--- config.mk ---
export PLATFORM = sky130hd
export DESIGN_NAME = paced_counter
export DESIGN_NICKNAME = d
export VERILOG_FILES = /design/src/rtl/paced_counter.sv
export SDC_FILE = /design/constraint.sdc
export NUM_CORES = 1
export LEC_CHECK = 0
export BUFFER_PORTS_ARGS = -buffer_cell sky130_fd_sc_hd__buf_2
export CORE_MARGIN = 2
export CORE_UTILIZATION = 45
export DETAILED_ROUTE_END_ITERATION = 10
export HOLD_SLACK_MARGIN = 0.12
export PLACE_DENSITY = 0.62
export SLEW_MARGIN = 5
export SYNTH_ARGS = -nofsm -noshare
export SYNTH_HDL_FRONTEND = slang
export SYNTH_SLANG_ARGS = --single-unit
--- constraint.sdc ---
create_clock -name clk -period 11 [get_ports clk]
set_clock_uncertainty 0.05 [all_clocks]
set_input_delay 1.1 -clock clk [delete_from_list [all_inputs] [get_ports clk]]
set_output_delay 1.1 -clock clk [all_outputs]
set_load 0.005 [all_outputs]
--- src/rtl/paced_counter.sv ---
// Rate-paced up/down modulo counter: fractional prescaler, step control, load, wrap/saturate.
// Optional registered BCD output is enabled by defining PACED_COUNTER_BCD_OUT_EN.
module paced_counter #(
  parameter int COUNT_WIDTH  = 16,
  parameter int MAX_VAL      = 20,
  parameter int STEP_WIDTH   = 10,
  parameter int MAX_STEP     = 1023,
  parameter int DEFAULT_STEP = 1,
  parameter int DELAY        = 100000000
) (
  input  logic                   clk,
  input  logic                   rst,
  input  logic                   en,
  input  logic                   step_inc,
  input  logic                   dir,
  input  logic                   sat_mode,
  input  logic                   load,
  input  logic [COUNT_WIDTH-1:0] load_val,
  output logic [STEP_WIDTH-1:0]  step,
  output logic [COUNT_WIDTH-1:0] count,
  output logic                   tick,
  output logic                   updated,
  output logic                   wrapped
`ifdef PACED_COUNTER_BCD_OUT_EN
 ,output logic [15:0]            bcd
`endif
);

  localparam int AW = $clog2(DELAY) + 1;
  localparam logic [AW-1:0]          DLY = AW'(DELAY);
  localparam logic [COUNT_WIDTH-1:0] TOP = COUNT_WIDTH'(MAX_VAL - 1);

  logic [AW-1:0]          acc, sum;
  logic                   ovf, at_top, at_bot;
  logic [COUNT_WIDTH-1:0] ld_val;

  // acc and step are both below DELAY, so the sum never exceeds AW bits
  assign sum    = acc + AW'(step);
  assign ovf    = (sum >= DLY);
  assign at_top = (count == TOP);
  assign at_bot = (count == '0);
  // widened compare so MAX_VAL == 2**COUNT_WIDTH stays representable
  assign ld_val = ({1'b0, load_val} >= (COUNT_WIDTH+1)'(MAX_VAL)) ? TOP : load_val;

  always_ff @(posedge clk or negedge rst) begin
    if (!rst)
      step <= STEP_WIDTH'(DEFAULT_STEP);
    else if (step_inc)
      step <= (step == STEP_WIDTH'(MAX_STEP)) ? STEP_WIDTH'(1) : step + STEP_WIDTH'(1);
  end

  always_ff @(posedge clk or negedge rst) begin
    if (!rst) begin
      acc     <= '0;
      count   <= '0;
      tick    <= 1'b0;
      updated <= 1'b0;
      wrapped <= 1'b0;
    end else begin
      tick    <= 1'b0;
      updated <= 1'b0;
      wrapped <= 1'b0;
      if (load) begin
        acc     <= '0;
        count   <= ld_val;
        updated <= 1'b1;
      end else if (en) begin
        acc  <= ovf ? sum - DLY : sum;
        tick <= ovf;
        if (ovf) begin
          if (dir) begin
            if (!at_top) begin
              count   <= count + COUNT_WIDTH'(1);
              updated <= 1'b1;
            end else if (!sat_mode) begin
              count   <= '0;
              updated <= 1'b1;
              wrapped <= 1'b1;
            end
          end else begin
            if (!at_bot) begin
              count   <= count - COUNT_WIDTH'(1);
              updated <= 1'b1;
            end else if (!sat_mode) begin
              count   <= TOP;
              updated <= 1'b1;
              wrapped <= 1'b1;
            end
          end
        end
      end
    end
  end

`ifdef PACED_COUNTER_BCD_OUT_EN
  logic [13:0] bval;
  logic [29:0] sh;

  // double-dabble on a value clamped to 9999, which always fits 14 bits
  always_comb begin
    bval = (32'(count) >= 32'd9999) ? 14'd9999 : 14'(count);
    sh   = {16'd0, bval};
    for (int i = 0; i < 14; i++) begin
      for (int d = 0; d < 4; d++)
        if (sh[14+4*d +: 4] >= 4'd5) sh[14+4*d +: 4] = sh[14+4*d +: 4] + 4'd3;
      sh = sh << 1;
    end
  end

  always_ff @(posedge clk or negedge rst) begin
    if (!rst) bcd <= '0;
    else      bcd <= sh[29:14];
  end
`endif

endmodule

==> results of run 1 <==
## critical path, cell delays in order, from the launching register on
cell,delay [ns]
dfrtp_1,0.43
ha_1,0.38
a21o_1,0.23
a31oi_1,0.28
a21boi_0,0.26
a221o_1,0.43
a21oi_1,0.18
xor2_1,0.26
ha_1,0.20
nand3b_1,0.07
or4_1,0.52
a2111oi_0,0.66
nor3_1,0.11
o31a_1,0.29
o21ai_2,0.55
and3_1,0.89
a21oi_1,0.13
o2bb2a_1,0.32
## cell usage in the layout (no fill, tap or decap), types with 13 or more instances in the layout
master / n
inv_1: 16
ha_1: 16
xor2_1: 13
nand2_1: 60
nor2_1: 80
xnor2_1: 20
a21oi_1: 39
nor4_1: 15
o21ai_0: 28
dfrtp_1: 56
nand3_1: 16
nor3_1: 21
and3_1: 15
buf_2: 51
## synth_stat cells (all sizes together), types with 5 or more instances
| cell type | count |
|---|---|
| xnor2 | 20 |
| and3 | 15 |
| a21oi | 39 |
| xor2 | 13 |
| o31ai | 6 |
| mux2 | 10 |
| dfrtp | 56 |
| nor2b | 12 |
| clkbuf | 28 |
| a31oi | 5 |
| mux2i | 11 |
| ha | 16 |
| o211ai | 7 |
| nand4 | 12 |
| nor2 | 80 |
| nor4 | 16 |
| nor3 | 21 |
| a211oi | 10 |
| inv | 16 |
| o21ai | 31 |
| buf | 12 |
| nand3 | 16 |
| a21o | 11 |
| or2 | 6 |
| and2 | 9 |
| a311oi | 8 |
| nand2 | 60 |
## power groups by stage
stage	Sequential [mW]	Clock (mW)	Combinational [mW]
floorplan	0.256	0	0.136
finish	0.257	0.213	0.191
global route	0.261	0.230	0.212
global placement	0.259	0	0.188
CTS	0.257	0.219	0.190
detailed placement	0.261	0	0.189
## final cells by class
| type | count | share of cell area [%] |
|---|---|---|
| Clock buffer | 14 | 3.20 |
| Clock inverter | 2 | 0.649 |
| Inverter | 16 | 1.11 |
| Multi-Input combinational cell | 511 | 60.3 |
| Sequential cell | 57 | 26.4 |
| Tap cell | 140 | 3.25 |
| Timing Repair Buffer | 53 | 5.01 |
## registers in the layout (all words and copies together) (netlist names)
register,flops
acc,28
count,16
step,10
tick,1
updated,1
wrapped,1
## kinds of logic (layout without fill, tap and decap cells)
family	after synthesis	after routing	share of synthesized area [%]
fa+ha+maj	17	17	4.49
flops	57	57	29.1
compound gates	168	168	23.7
xor+xnor	33	33	5.89
simple gates	272	272	27.7
mux	21	21	4.54
buf+inv	56	85	4.59
## per-stage QoR
step	area [um^2]	util, %
after detailed placement	5190	48.3
after CTS	5400	50.2
after global placement	5190	48.3
after global routing	5400	50.2
final	5400	50.2
after floorplan	4910	-
## worst max path at each step
stage / to / startpoint / cells after the start
floorplan: acc[15] / step[4] / 17
global placement: count[4] / step[4] / 17
detailed placement: count[8] / step[4] / 17
CTS: count[8] / step[4] / 17
global route: count[4] / step[4] / 17
finish: count[4] / step[4] / 17
## metal layers
| layer | track usage, % | wire length (um) |
|---|---|---|
| met1 | 30.2 | 6080 |
| met2 | 39.6 | 6390 |
| met3 | 6.21 | 689 |
| met4 | 8.33 | 289 |
| met5 | 0 | 0 |
==> metrics, run 1 <==
Seq/Total Area, Yosys 29.1%; post-CTS setup buffers 0; Cells after DPL 777; reg2reg setup slack 4.62 ns; initial antenna violation count 0; fin. max-slew vios 0; Req. time, crit path 11.19 ns; R2R Path End count[4]; Final Hold Viols 0; run status finished clean; gr usage total 23.9%; Antenna Cells 0; clock buffer depth 2; RSZ-0062 raised after global routing no; Synth Register Bits 57; Comb power frac 28.9%; drt total wl 13400 um; crit path DAT 6.57 ns; Clock Power Share 32.2%; num ports 52; Nets 688; Cells after Synth 624; Max VDD drop 68.5 uV; Storage cell area 1430 um^2; r2r worst-path depth 17; Via density 6.11; Worst setup EP type flip-flop; clk_lat worst skew 0.36 ns; DRC 0; Flop pwr share 38.9%; library cells used by synthesis 71; Area Overhead vs Synth 9.94%; die height 108 um; I/O Buffers 51; worst r2r src step[4]; Fillers 1073; First-pass DRT Iterations 5; Final min period 6.38 ns; cell internal pwr 0.434 mW; Iteration-0 DRC Markers 251; yosys warns 0; DR WL/cell 17.0 um; layout cells sized above 1 12.4%; Post-synth EDFFs 0; Starting Density 45.7%; FP Rows 38; final hold slack 0.475 ns; area of the multi-input gates 3260 um^2; Routed Antenna Nets 0; dominant cell type by area after synthesis dfrtp_1; routability cong. 0.949; root buf cell clkbuf_8; hpwl dp 9280 um; final setup fails 0; H-tree Lvls 3; Max FO, Critical Path 25; Hold Path Depth 2; number of global-route vias before repair 4602; syn_nets 664; Avg Cell Area, Syn 7.87 um^2; post-route setup slack 4.62 ns; Core ar. 10700 um^2; max-cap viol count 0; chip width 108 um; Post-CTS Hold Fix Bufs 0; worst-margin pin slew 1.05 ns; switching share of power 34.4%; worst hold-check path type reg -> reg; Synth Cell Area 4910 um^2; fin cells 793; hold path endpoint acc[0]; ranking of synthesized cells by area dfrtp_1 29%, nor2_1 6.1%, nand2_1 4.6%; HP Start acc[0]; first-pass GRT wire length 22200 um; Synth top area share 28.5%; async set-reset flop share out of synthesis 100%; Tcrit/Tclk final 58.0%; Total Neg Setup Slack 0 ns; Total Power 0.661 mW; Setup CP Type reg -> reg; CP startpoint kind flip-flop; NetSw 0.227 mW; Leakage 2.36 nW; post-CTS sizing 0; Die ar. 11800 um^2; vias post-DR 4847; ys flop type dfrtp_1; clock slew at reported path FFs 0.07 ns; number of CTS-inserted buffers 9; CTS sink cnt 57; Max Freq 0.157 GHz; Rel. slew slack 29.8%; pin count of the biggest net entering global routing 63; worst slack at placement 4.79 ns; CTS tree built; Power Dens Cells 122 nW/um^2; total gr overflow 0
No activity file was read; power rests on OpenSTA's default activity.
==> run 2, diff against run 1 <==
- clock period: 11 -> 6.1 ns (I/O delays scaled with it)
==> metrics, run 2 (synthesis results as in run 1) <==
run status finished clean; CP Cell Sequence ha_1 > a21o_1 > a31oi_1 > a21boi_0 > a221o_1 > a21oi_1 > xor2_1 > ha_1 > nand3b_1 > or4_1 > a2111oi_0 > nor3_1 > o31a_1 > o21a_1 > or4b_1 > a21oi_1 > mux2_1; Final min period 5.66 ns; number of flip-flops in the largest register 28; fin area 5410 um^2; placed cell area 5210 um^2; die height 108 um; Die ar. 11800 um^2; worst r2r src step[4]; drt total wl 13700 um; number of CTS-inserted buffers 9; Slowest-stage cell, CP or4b_1; H-tree Lvls 3; Nets 691; crit path DAT 5.84 ns; routability cong. 0.923; worst hold-check path type in -> async; total gr overflow 0; r2r worst-path depth 17; cell internal pwr 0.757 mW; Iteration-0 DRC Markers 274; fin. max-slew vios 0; worst slack at placement 0.428 ns; Metal-1 WL 6420 um; top layer in use met4; post-route setup slack 0.439 ns; Leakage 2.38 nW; Flop pwr share 39.4%; Setup CP Type reg -> reg; Max VDD drop 147 uV; Routed Antenna Nets 0; num ports 52; first-pass GRT wire length 23000 um; clock slew at reported path FFs 0.07 ns; Max FO, Critical Path 13; slowest stage delay, CP 0.56 ns; clk_lat worst skew 0.35 ns; DRC 0; vias post-DR 4841; number of global-route vias before repair 4624; Largest regs acc (28), count (16), step (10); reg2reg setup slack 0.44 ns; Cells after DPL 780; FP Rows 38; max-cap viol count 0; commonest cells after routing, fill and taps aside 80 x nor2_1, 60 x nand2_1, 56 x dfrtp_1; R2R Path End acc[15]; Post-CTS Hold Fix Bufs 0; Reg with most FFs acc; commonest non-fill, non-tap cell in the layout nor2_1; clock buffer depth 2; layout cells sized above 1 13.1%; CP startpoint kind flip-flop; Area Overhead vs Synth 10.1%; gr usage total 24.6%; Total Neg Setup Slack 0 ns; initial antenna violation count 0; DR WL/cell 17.3 um; post-CTS sizing 0; worst-margin pin slew 1.03 ns; First-pass DRT Iterations 5; fin cells 796; crit path launch step[4]; Starting Density 45.7%; Req. time, crit path 6.28 ns; root buf cell clkbuf_8; chip width 108 um; pin count of the biggest net entering global routing 63; wire length on met2 6530 um; Rel. slew slack 31.2%; switching share of power 35.7%; Core ar. 10700 um^2; Power Dens Cells 218 nW/um^2; NetSw 0.421 mW; post-CTS setup buffers 0; RSZ-0062 raised after global routing no; CTS sink cnt 57; Max Freq 0.177 GHz; Worst setup EP type flip-flop; Comb power frac 30.0%; Via density 6.08; Clock Power Share 30.6%; Fillers 1101; CTS tree built; hpwl dp 9580 um; Antenna Cells 0; Final Hold Viols 0; met3 wire len 547 um; final hold slack 0.342 ns; final setup fails 0; I/O Buffers 51; Tcrit/Tclk final 92.8%
[run 2: cell count changes in the layout (fill, tap and decap cells not counted), sizes merged]
cell	previous run	this run
buf	53	56
clkbuf	14	10
clkinvlp	0	1
clkinv	1	4
[run 2: worst max-delay path by stage]
stage,slack [ns],cells past startpoint,to
2_1_floorplan,1.16,17,acc[15]
3_3_place_gp,0.56,17,acc[15]
3_5_place_dp,0.43,17,acc[15]
4_1_cts,0.40,17,acc[15]
5_1_grt,0.07,17,acc[15]
6_report,0.44,17,acc[15]
[run 2: cell type report]
cell class / count / area, um^2 / area share [%]
Multi-Input combinational cell: 511 / 3260 / 60.2
Clock buffer: 10 / 138 / 2.55
Tap cell: 140 / 175 / 3.24
Clock inverter: 6 / 57.6 / 1.06
Sequential cell: 57 / 1430 / 26.4
Inverter: 16 / 60.1 / 1.11
Timing Repair Buffer: 56 / 293 / 5.41
[run 2: metal layers]
layer | GRT usage, % | vias to the layer above
li1 | - | 2357
met1 | 32.7 | 2350
met2 | 40.3 | 113
met3 | 4.34 | 21
met4 | 8.15 | 0
met5 | 0 | -
[run 2: worst max-delay path, delay by kind of cell (launching register included)]
family	cells	cell delay (ns)
compound gates	9	2.66
xor+xnor	1	0.26
fa+ha+maj	2	0.59
flops	1	0.44
simple gates	4	1.21
mux	1	0.34
[run 2: per-stage QoR]
step	util (%)	power [mW]
after floorplan	-	0.706
final	50.3	1.18
after global placement	48.5	0.808
after CTS	50.3	1.18
after global routing	50.3	1.24
after detailed placement	48.5	0.817
[run 2: power by group through the flow]
stage | Clock [mW] | Sequential, mW | Combinational, mW
CTS | 0.370 | 0.463 | 0.351
finish | 0.360 | 0.463 | 0.354
global route | 0.384 | 0.469 | 0.390
global placement | 0 | 0.467 | 0.341
detailed placement | 0 | 0.470 | 0.348
floorplan | 0 | 0.462 | 0.245
==> run 3, diff against run 2 <==
- ABC_AREA: not set -> 1
- PLACE_DENSITY: 0.62 -> 0.61
==> metrics, run 3 <==
First-pass DRT Iterations 5; commonest non-fill, non-tap cell in the layout nand2_1; Leakage 3.29 nW; first-pass GRT wire length 28100 um; post-CTS sizing 0; fin area 6310 um^2; Seq/Total Area, Yosys 25.5%; Largest regs acc (28), count (16), step (10); H-tree Lvls 3; Cells after Synth 906; yosys warns 0; vias post-DR 5923; Total Power 1.76 mW; most instantiated cells after synthesis 279 x nand2_1, 128 x nand3_1, 112 x inv_1, 81 x nor2_1, 56 x dfrtp_1; area of the multi-input gates 3600 um^2; crit path DAT 4.01 ns; Util after Layout 52.4%; CTS sink cnt 57; clock slew at reported path FFs 0.06 ns; Power Dens Cells 278 nW/um^2; num ports 52; wire length on met2 7960 um; Max FO, Critical Path 16; Setup CP Type reg -> reg; layout cells sized above 1 13.3%; commonest cells after routing, fill and taps aside 279 x nand2_1, 128 x nand3_1, 112 x inv_1; final setup fails 0; clk_lat worst skew 0.35 ns; DRC 0; Max Freq 0.261 GHz; ranking of synthesized cells by area dfrtp_1 25%, nand2_1 19%, nand3_1 11%; Final Hold Viols 0; DR WL/cell 15.0 um; Req. time, crit path 6.28 ns; gr usage total 26.9%; chip width 116 um; CP Cell Sequence ha_1 > fa_1 > nand3_1 > nand2_1 > nand2_1 > nand2_1 > xor2_1 > ha_1 > nand3_1 > nor2_1 > nand3_1 > nor2_1 > nand3_1 > nor2_1 > nand3_1 > nor2_1 > nor2_2 > nand2_4 > nand2_2 > inv_1 > nand2_1 > nand3_1 > nand2_1; Iteration-0 DRC Markers 336; Synth Register Bits 57; routability cong. 0.920; run status finished clean; Fillers 1246; CP delay by family, top simple AND/OR/NAND/NOR gates; Storage cell area 1430 um^2; clock buffer depth 2; number of flip-flops in the largest register 28; FP Rows 40; slowest stage delay, CP 0.56 ns; top layer in use met4; Nets 991; pin count of the biggest net entering global routing 58; Routed Antenna Nets 0; met3 wire len 816 um; fin. max-slew vios 0; initial antenna violation count 0; placed cell area 5990 um^2; worst-margin pin slew 1.05 ns; post-CTS setup buffers 0; root buf cell clkbuf_16; CTS tree built; Synth Cell Area 5600 um^2; CP startpoint kind flip-flop; max-cap viol count 0; syn_nets 946; Worst Path Buf+Inv 1; Worst setup EP type flip-flop; most used cell along the critical path nand3_1; Final min period 3.83 ns; count leader, synth nand2_1; die height 116 um; number of CTS-inserted buffers 9; RSZ-0062 raised after global routing no; worst r2r src step[0]; library cells used by synthesis 49; Slowest-stage cell, CP dfstp_2; Area Overhead vs Synth 12.7%; Rel. slew slack 30.3%; number of global-route vias before repair 5553; Metal-1 WL 7790 um; drt total wl 16900 um; Max VDD drop 229 uV; Core ar. 12100 um^2; Synth top area share 25.0%; Avg Cell Area, Syn 6.19 um^2; ys flop type dfrtp_1; I/O Buffers 51; worst hold-check path type in -> async; Starting Density 46.5%; Antenna Cells 0; Via density 5.27; total gr overflow 0; crit path launch step[0]; async set-reset flop share out of synthesis 100%; Post-CTS Hold Fix Bufs 0; Post-synth EDFFs 0; hpwl dp 12800 um; Die ar. 13400 um^2; Total Neg Setup Slack 0 ns; Reg with most FFs acc; Tcrit/Tclk final 62.7%; dominant cell type by area after synthesis dfrtp_1
==> run 3: area by class of cell <==
cell class	instances	share of cell area, %
Sequential cell	57	22.6
Clock buffer	9	3.57
Tap cell	168	3.33
Multi-Input combinational cell	704	57.0
Clock inverter	7	1.62
Timing Repair Buffer	55	4.52
Inverter	124	7.37
==> run 3: cells by family (layout without fill, tap and decap cells) <==
group / after synthesis / count (layout) / share of synthesized area, %
compound gates: 81 / 81 / 8.35
xor+xnor: 26 / 26 / 4.06
fa+ha+maj: 17 / 17 / 3.93
simple gates: 580 / 580 / 47.7
flops: 57 / 57 / 25.5
buf+inv: 145 / 195 / 10.4
==> run 3: per-layer routing <==
layer,vias to the layer above,GRT usage [%]
met2,150,45.5
met4,0,8.19
met1,2717,35.1
met3,24,4.86
met5,-,0
li1,3032,-
==> run 3: where the power goes <==
part | switching (mW) | internal, mW | total, mW | leakage, nW
clock | 0.205 | 0.361 | 0.565 | 0.156
sequential | 0.0798 | 0.434 | 0.514 | 0.760
combinational | 0.437 | 0.240 | 0.676 | 2.37
total | 0.721 | 1.03 | 1.76 | 3.29
==> run 3: path summary, 6_finish.rpt <==
path | slack, ns | to | depth (start not counted)
min in group clk | 0.44 | acc[3] | 2
worst min-delay path | 0.38 | acc[5] | 2
worst min register to register | 0.44 | acc[3] | 2
worst max register to register | 2.27 | acc[18] | 23
max in group asynchronous | 5.10 | count[11] | 2
worst max-delay path | 2.27 | acc[18] | 23
==> run 3: worst reg2reg max path, cell delays in order, from the launching register on <==
cell and delay, ns:
dfstp_2 0.56, ha_1 0.20, fa_1 0.28, nand3_1 0.12
nand2_1 0.13, nand2_1 0.06, nand2_1 0.14, xor2_1 0.32
ha_1 0.23, nand3_1 0.08, nor2_1 0.11, nand3_1 0.08
nor2_1 0.08, nand3_1 0.08, nor2_1 0.11, nand3_1 0.07
nor2_1 0.12, nor2_2 0.06, nand2_4 0.18, nand2_2 0.25
inv_1 0.20, nand2_1 0.07, nand3_1 0.07, nand2_1 0.05
==> run 3: per-stage QoR <==
stage / hold WS (ns) / std cells / setup slack (ns)
3_5_place_dp: 0.432 / 1108 / 2.35
5_1_grt: 0.450 / 1124 / 1.84
4_1_cts: 0.416 / 1124 / 2.28
2_1_floorplan: 0.264 / 906 / 2.98
3_3_place_gp: 0.426 / 1108 / 2.48
6_report: 0.385 / 1124 / 2.27
